===== src/rtl/spi_reg_write_ctrl.sv =====
// spi_reg_write_ctrl
//   SPI mode-0 initiator that sends one 16-bit register-write frame per
//   accepted start request. The frame is sent MSB first as
//   {1'b1, addr[6:0], data[7:0]}. SCLK = f_clk / (2*CLK_DIV).
//
// Ports
//   clk      in   system clock, all state on the rising edge
//   rst      in   asynchronous active-high reset
//   start    in   frame request, accepted only while idle
//   wr_addr  in   7-bit register address, captured on accept
//   wr_data  in   8-bit register data, captured on accept
//   busy     out  high from the cycle after accept until the gap completes
//   done     out  one-cycle pulse on return to idle
//   sclk     out  SPI clock, idles low
//   ncs      out  chip select, active low, idles high
//   copi     out  serial data to the peripheral
//
// state  | meaning
// IDLE   | ncs high, waiting for start
// SETUP  | ncs low, copi holds bit 15 for CLK_DIV cycles before the first rise
// SHIFT  | 16 bit periods of CLK_DIV high + CLK_DIV low
// GAP    | ncs high for CLK_DIV cycles before the next frame may begin

module spi_reg_write_ctrl #(
    parameter int CLK_DIV = 4
) (
    input  logic       clk,
    input  logic       rst,
    input  logic       start,
    input  logic [6:0] wr_addr,
    input  logic [7:0] wr_data,
    output logic       busy,
    output logic       done,
    output logic       sclk,
    output logic       ncs,
    output logic       copi
);

    localparam int DIV_W = (CLK_DIV > 1) ? $clog2(CLK_DIV) : 1;
    localparam logic [DIV_W-1:0] DIV_LAST = DIV_W'(CLK_DIV - 1);

    localparam logic [1:0] ST_IDLE  = 2'd0;
    localparam logic [1:0] ST_SETUP = 2'd1;
    localparam logic [1:0] ST_SHIFT = 2'd2;
    localparam logic [1:0] ST_GAP   = 2'd3;

    logic [1:0]       state;
    logic [DIV_W-1:0] div_cnt;
    logic [3:0]       bit_cnt;
    logic [15:0]      shift_reg;
    logic             div_tc;

    assign div_tc = (div_cnt == DIV_LAST);

    // copi is the top bit of the shift register, so it stays a registered
    // output; the register is cleared whenever ncs is high so copi idles low.
    assign copi = shift_reg[15];

    always_ff @(posedge clk or posedge rst) begin
        if (rst) begin
            state     <= ST_IDLE;
            div_cnt   <= '0;
            bit_cnt   <= '0;
            shift_reg <= '0;
            sclk      <= 1'b0;
            ncs       <= 1'b1;
            busy      <= 1'b0;
            done      <= 1'b0;
        end else begin
            done <= 1'b0;
            case (state)
                ST_IDLE: begin
                    if (start) begin
                        shift_reg <= {1'b1, wr_addr, wr_data};
                        ncs       <= 1'b0;
                        busy      <= 1'b1;
                        div_cnt   <= '0;
                        bit_cnt   <= '0;
                        state     <= ST_SETUP;
                    end
                end
                ST_SETUP: begin
                    if (div_tc) begin
                        div_cnt <= '0;
                        sclk    <= 1'b1;
                        state   <= ST_SHIFT;
                    end else begin
                        div_cnt <= div_cnt + DIV_W'(1);
                    end
                end
                ST_SHIFT: begin
                    if (div_tc) begin
                        div_cnt <= '0;
                        if (sclk) begin
                            sclk <= 1'b0;
                            // The last bit stays on copi through its low phase.
                            if (bit_cnt != 4'd15) begin
                                shift_reg <= {shift_reg[14:0], 1'b0};
                            end
                        end else if (bit_cnt == 4'd15) begin
                            ncs       <= 1'b1;
                            shift_reg <= '0;
                            state     <= ST_GAP;
                        end else begin
                            sclk    <= 1'b1;
                            bit_cnt <= bit_cnt + 4'd1;
                        end
                    end else begin
                        div_cnt <= div_cnt + DIV_W'(1);
                    end
                end
                ST_GAP: begin
                    if (div_tc) begin
                        div_cnt <= '0;
                        bit_cnt <= '0;
                        busy    <= 1'b0;
                        done    <= 1'b1;
                        state   <= ST_IDLE;
                    end else begin
                        div_cnt <= div_cnt + DIV_W'(1);
                    end
                end
                default: begin
                    state <= ST_IDLE;
                end
            endcase
        end
    end

endmodule


===== config.mk =====
export PLATFORM = sky130hd
export DESIGN_NAME = spi_reg_write_ctrl
export DESIGN_NICKNAME = d
export VERILOG_FILES = /design/src/rtl/spi_reg_write_ctrl.sv
export SDC_FILE = /design/constraint.sdc
export NUM_CORES = 1
export LEC_CHECK = 0
export CAP_MARGIN = 25
export CORE_ASPECT_RATIO = 0.9
export CORE_MARGIN = 8
export CORE_UTILIZATION = 55
export CTS_CLUSTER_SIZE = 16
export DETAILED_ROUTE_END_ITERATION = 7
export MAX_ROUTING_LAYER = met4
export PLACE_DENSITY = 0.93
export SLEW_MARGIN = 15
export SYNTH_ARGS = -nofsm -noshare
export SYNTH_HDL_FRONTEND = slang
export SYNTH_SLANG_ARGS = --single-unit

===== constraint.sdc =====
create_clock -name clk -period 4.7 [get_ports clk]
set_input_delay 1.41 -clock clk [delete_from_list [all_inputs] [get_ports clk]]
set_output_delay 1.41 -clock clk [all_outputs]
set_load 0.05 [all_outputs]

# Word-level counts from Yosys, hierarchy flattened
# Cells that the tools add are included.
word_totals:
  elab_cells: 74
  out_inout_bits: 5
  inputBits: 18
  ff_bits: 28
classes:
  n_eq_ne: 15
  reduce_logical: 12
  muxes: 37
  n_addsub: 2
op_table:
  columns: ["op", "n"]
  rows:
  - ["16-bit 2-to-1 mux", 5]
  - ["16-bit one-hot mux with 2 select lines", 1]
  - ["4-bit 2-to-1 mux", 5]
  - ["2-bit 2-to-1 mux", 8]
  - ["2-bit inequality test (second input constant)", 7]
  - ["1-bit 2-to-1 mux", 12]
  - ["4-bit one-hot mux with 3 select lines", 1]
  - ["6-bit AND reduction", 2]
  - ["5-bit AND reduction", 2]
  - ["2-bit one-hot mux with 4 select lines", 1]
  - ["2-bit equality test (second input constant)", 3]
  - ["3-bit inequality test (second input constant)", 2]
  - ["1-bit one-hot mux with 2 select lines", 3]
  - ["3-bit AND reduction", 2]
  - ["2-bit nonzero test", 3]
  - ["4-bit by 1-bit adder with 4-bit output (second input constant)", 1]
  - ["4-bit equality test (second input constant)", 1]
  - ["4-bit inequality test (second input constant)", 1]
  - ["2-bit one-hot mux with 2 select lines", 1]
  - ["3-bit nonzero test", 1]
  - ["3-bit OR reduction", 1]
  - ["2-bit by 1-bit adder with 2-bit output (second input constant)", 1]
  - ["2-bit by 1-bit equality test with 1-bit output (second input constant)", 1]
  - ["2-bit logical NOT", 1]

# Logic depth before layout (Yosys ltp)
logic_depth:
  word_depth: 5
  ltp_mapped: 10

# Least setup slack after synthesis
# Ideal clock, no wire load.
synth_path:
  path_type: "in2reg"
  startpoint: "input start"
  endpoint: "register shift_reg[2]"
  arrival_time_ns: 2.294
  setup_ns: 0.128
  path_buffers: 3
  path_stages: 7
  required_time_ns: 4.572
  setup_slack_ns: 2.278
  cell_sequence: "nor2b_1 > buf_2 > nor2_2 > and2_4 > buf_6 > buf_12 > a21oi_4"
synth_between:
  elab_chain_len: 2
synth_lines:
  columns: ["item", "line", "rtl"]
  rows:
  - ["start: declaration", "29", "input logic start,"]
  - ["2-bit inequality test (no line)", null, null]
  - ["5-bit AND reduction (no line)", null, null]
  - ["end signal: assignment", "74", "shift_reg <= {1'b1, wr_addr, wr_data};"]
  - ["end signal: assignment", "98", "shift_reg <= {shift_reg[14:0], 1'b0};"]
  - ["end: declaration", "50", "logic [15:0] shift_reg;"]
# Every way passes these cells.
# A chain may end at the register's enable or synchronous reset.

# Worst setup path after layout
layout_path:
  startpoint: "register sclk"
  endpoint: "output sclk"
layout_rtl:
  columns: ["item", "line", "rtl"]
  rows:
  - ["start: declaration", "34", "output logic sclk,"]
  - ["start signal: assignment", "65", "sclk <= 1'b0;"]
  - ["start signal: assignment", "85", "sclk <= 1'b1;"]
  - ["start signal: assignment", "95", "sclk <= 1'b0;"]
# No word-level cell between the ends.

==> implementation parameters <==
Parameter                              Value

Detailed routing
  First drt pass iteration count    5
  DRC violation total after the first TritonRoute iteration    110
  DR DRC count    0
  WL final    around 3500 um
  Via count of the routed design    roughly 1300
  Average via count per standard cell    about 5.8
  Antenna viol nets, final    0
  WL/cell    ~16 um

Clock network
  Clock buffer depth    2
  CTS sink cnt    28
  Skew-Pair Late Insertion Delay    0.34 ns
  Clock transition time at the flip-flop clock pins of the worst setup and hold paths    around 0.16 ns
  Clock tree from TritonCTS    done
  Root cell of the clock tree    sky130_fd_sc_hd__clkbuf_4
  TritonCTS buffer count    3
  # hold bufs at CTS    0
  Post_cts resized    0
  Maximum level of the CTS H-tree    1
  Setup Buffers After CTS    0

Worst setup path
  Maximum fanout along the worst path    17
  Data arrival at the endpoint of the critical path    1.91 ns
  Required time of the worst setup path    approximately 3.3 ns
  CP Launch Type    flip-flop
  Family with the most delay on the worst path    buffers and inverters
  Setup crit end kind    output port
  Critical Path, Cell by Cell    clkdlybuf4s50_1
  Total buffers and inverters traversed by the critical path    1
  Worst Setup Path Type    flip-flop to output port
  Master of the slowest instance on the critical path    sky130_fd_sc_hd__clkdlybuf4s50_1
  Max stage delay on crit path    approximately 0.9 ns

Power
  Leakage Power    0.8110 nW
  Share of power burned in combinational logic    between 50% and 60%
  Clock group share of total power    a little over an eighth
  Reported net switching power    0.0005015 W
  Net switching fraction of the power    between 40% and 50%
  Internal    approximately 0.00067 W
  Cell area power density    624.8 nW/um^2
  Reg power frac    about a third
  IR Drop Worst-Case VDD    438.8 uV

Placement
  Detailed-placement wirelength estimate    between 2000 and 3000 um
  Cell area after placement    around 1800 um^2
  Last weighted congestion value of the routability-driven placer    0.8094
  Port Buf Inserts    22
  Dpl cells    212

STA
  Max_slew headroom    a little over half
  Slew at the pin closest to its max-slew limit    roughly 0.69 ns
  Fin Clk Skew    0.01564 ns
  Unrepaired setup endpoints after global routing    false
  Number of max-slew violations in the final report    0
  Total negative slack for setup checks    0 ns
  Tcrit/Tclk final    a little over two thirds
  Final period demand of the worst path    roughly 3.3 ns
  Final Setup Violations    0
  Upper clock frequency limit    about 300 MHz
  Final Hold Vio Count    0

Floorplan
  Die height    between 60 and 70 um
  Placement Rows    18
  Width of the die    between 70 and 80 um
  Initial Utilization    between 50% and 60%
  Die area    ~4900 um^2
  Count of pins on the block boundary    23
  Area of the placeable core    2748 um^2

Status
  Status    complete, no violations

Worst hold path
  Class of the tightest hold or removal check    flip-flop to flip-flop

Synth
  Sequential element share of the synthesized area    approximately 44%
  Leading cell types by total area after synthesis    sky130_fd_sc_hd__dfrtp_1 (42%), sky130_fd_sc_hd__a21oi_1 (9.1%), sky130_fd_sc_hd__ha_1 (5.5%), sky130_fd_sc_hd__a21oi_2 (5.0%), sky130_fd_sc_hd__and3_1 (4.3%)
  Synth top area share    42.45%
  Leading post-synthesis cells by instance count    sky130_fd_sc_hd__a21oi_1 (29), sky130_fd_sc_hd__dfrtp_1 (27), sky130_fd_sc_hd__and3_1 (11)
  Yosys synthesis warning count    0
  Syn Inst Count    approximately 160
  FF+latch count, synth    28
  Syn nets    about 180
  Number of synthesized flops with an enable pin    0
  Synth Cell Area    1592 um^2
  Yosys top cell by area    sky130_fd_sc_hd__dfrtp_1
  Count leader, synth    sky130_fd_sc_hd__a21oi_1
  Synthesized area divided by synthesized cell count    between 10 and 15 um^2
  Most used DFF post-synth    sky130_fd_sc_hd__dfrtp_1
  Number of unique standard cell types used by synthesis    between 40 and 50
  Share of async-settable or async-resettable flops after synthesis    between 90% and 100%

Final layout
  Syn-to-layout area delta    17.61%
  Number of flip-flops in the largest register    16
  Antenna diode count    0
  Non-filler cells in the finished layout    between 200 and 250
  Share of final-layout standard cells stronger than drive strength 1    12.50%
  Number of nets in the final layout    about 200
  Final design instance area without fill    about 1900 um^2

Global routing
  Total track usage    16.01%
  Wire length of the first global-routing pass    slightly above 6000 um
  Vias in the first global route    1308
  Largest net degree at the start of global routing    20
  Global route overflow    0
  Number of antenna violations at the first check in global routing    0

Job
  Number of maximum-capacitance constraint violations    0
[cell usage in the layout, fill, tap and decap left out, types with 4 or more instances in the layout]
cell                               n
sky130_fd_sc_hd__a21oi_1          29
sky130_fd_sc_hd__inv_1             9
sky130_fd_sc_hd__dfrtp_1          27
sky130_fd_sc_hd__a21oi_2           9
sky130_fd_sc_hd__nor2_1            4
sky130_fd_sc_hd__a22oi_1           6
sky130_fd_sc_hd__ha_1              7
sky130_fd_sc_hd__clkdlybuf4s50_1  22
sky130_fd_sc_hd__nand2_1           5
sky130_fd_sc_hd__and3_1           11
[area by class of cell]
cell class | count | area (um^2)
fillers | 229 | 875.8
multi-input cells | 112 | 785.8
flip-flops and latches | 28 | 701.9
repair buffers | 23 | 247.7
well taps | 40 | 50.05
inverters | 9 | 33.78
clock inverters | 1 | 30.03
clock buffers | 3 | 22.52
[logic make-up (layout without fill, tap and decap cells)]
kind of cell,count (synthesis),in the layout,synth area share [%]
AO/OA/AOI/OAI,59,59,24.77
adder cells (fa/ha/maj),7,7,5.503
buffers and inverters,19,36,6.525
flip-flops,28,28,44.10
multiplexers,6,6,4.717
AND/OR/NAND/NOR,40,40,14.39
[per-stage QoR]
| stage | hold WS (ns) | util (%) | total power, W | worst slack [ns] |
|---|---|---|---|---|
| after floorplan | 0.4538 | - | 0.0009151 | 2.278 |
| after global placement | 0.4700 | 65.21 | 0.0009674 | 1.391 |
| after detailed placement | 0.5016 | 66.21 | 0.001013 | 1.296 |
| after CTS | 0.5383 | 68.12 | 0.001175 | 1.386 |
| after global routing | 0.5639 | 68.12 | 0.001257 | 1.297 |
| final | 0.5311 | 68.12 | 0.001169 | 1.379 |
[per-layer routing]
layer / vias up / part of all wire (%) / track usage [%]
li1: 615 / - / -
met1: 595 / 43 / 18.63
met2: 43 / 50 / 27.34
met3: 2 / 6.4 / 4.648
met4: 0 / 0.34 / 2.244
met5: - / 0 / -
[power by group through the flow]
stage          sequential [W]  combinational (W)  clock (W)
2_1_floorplan        0.000409           0.000507          0
3_3_place_gp         0.000395           0.000573          0
3_5_place_dp         0.000404           0.000609          0
4_1_cts              0.000399           0.000613   0.000163
5_1_grt              0.000411           0.000673   0.000172
6_report             0.000402           0.000610   0.000158
[worst paths after layout]
| check | start | end | slack [ns] | cells after the start |
|---|---|---|---|---|
| hold reg to reg | shift_reg[10] | shift_reg[10] | 0.53 | 2 |
| setup / recovery | sclk | sclk | 1.38 | 1 |
| hold / removal | shift_reg[10] | shift_reg[10] | 0.53 | 2 |
| max in group asynchronous | rst | shift_reg[4] | 2.83 | 3 |
| setup reg to reg | state[0] | shift_reg[0] | 2.13 | 6 |
| min in group asynchronous | rst | bit_cnt[2] | 1.39 | 2 |
(Power assumes the default switching activity.)
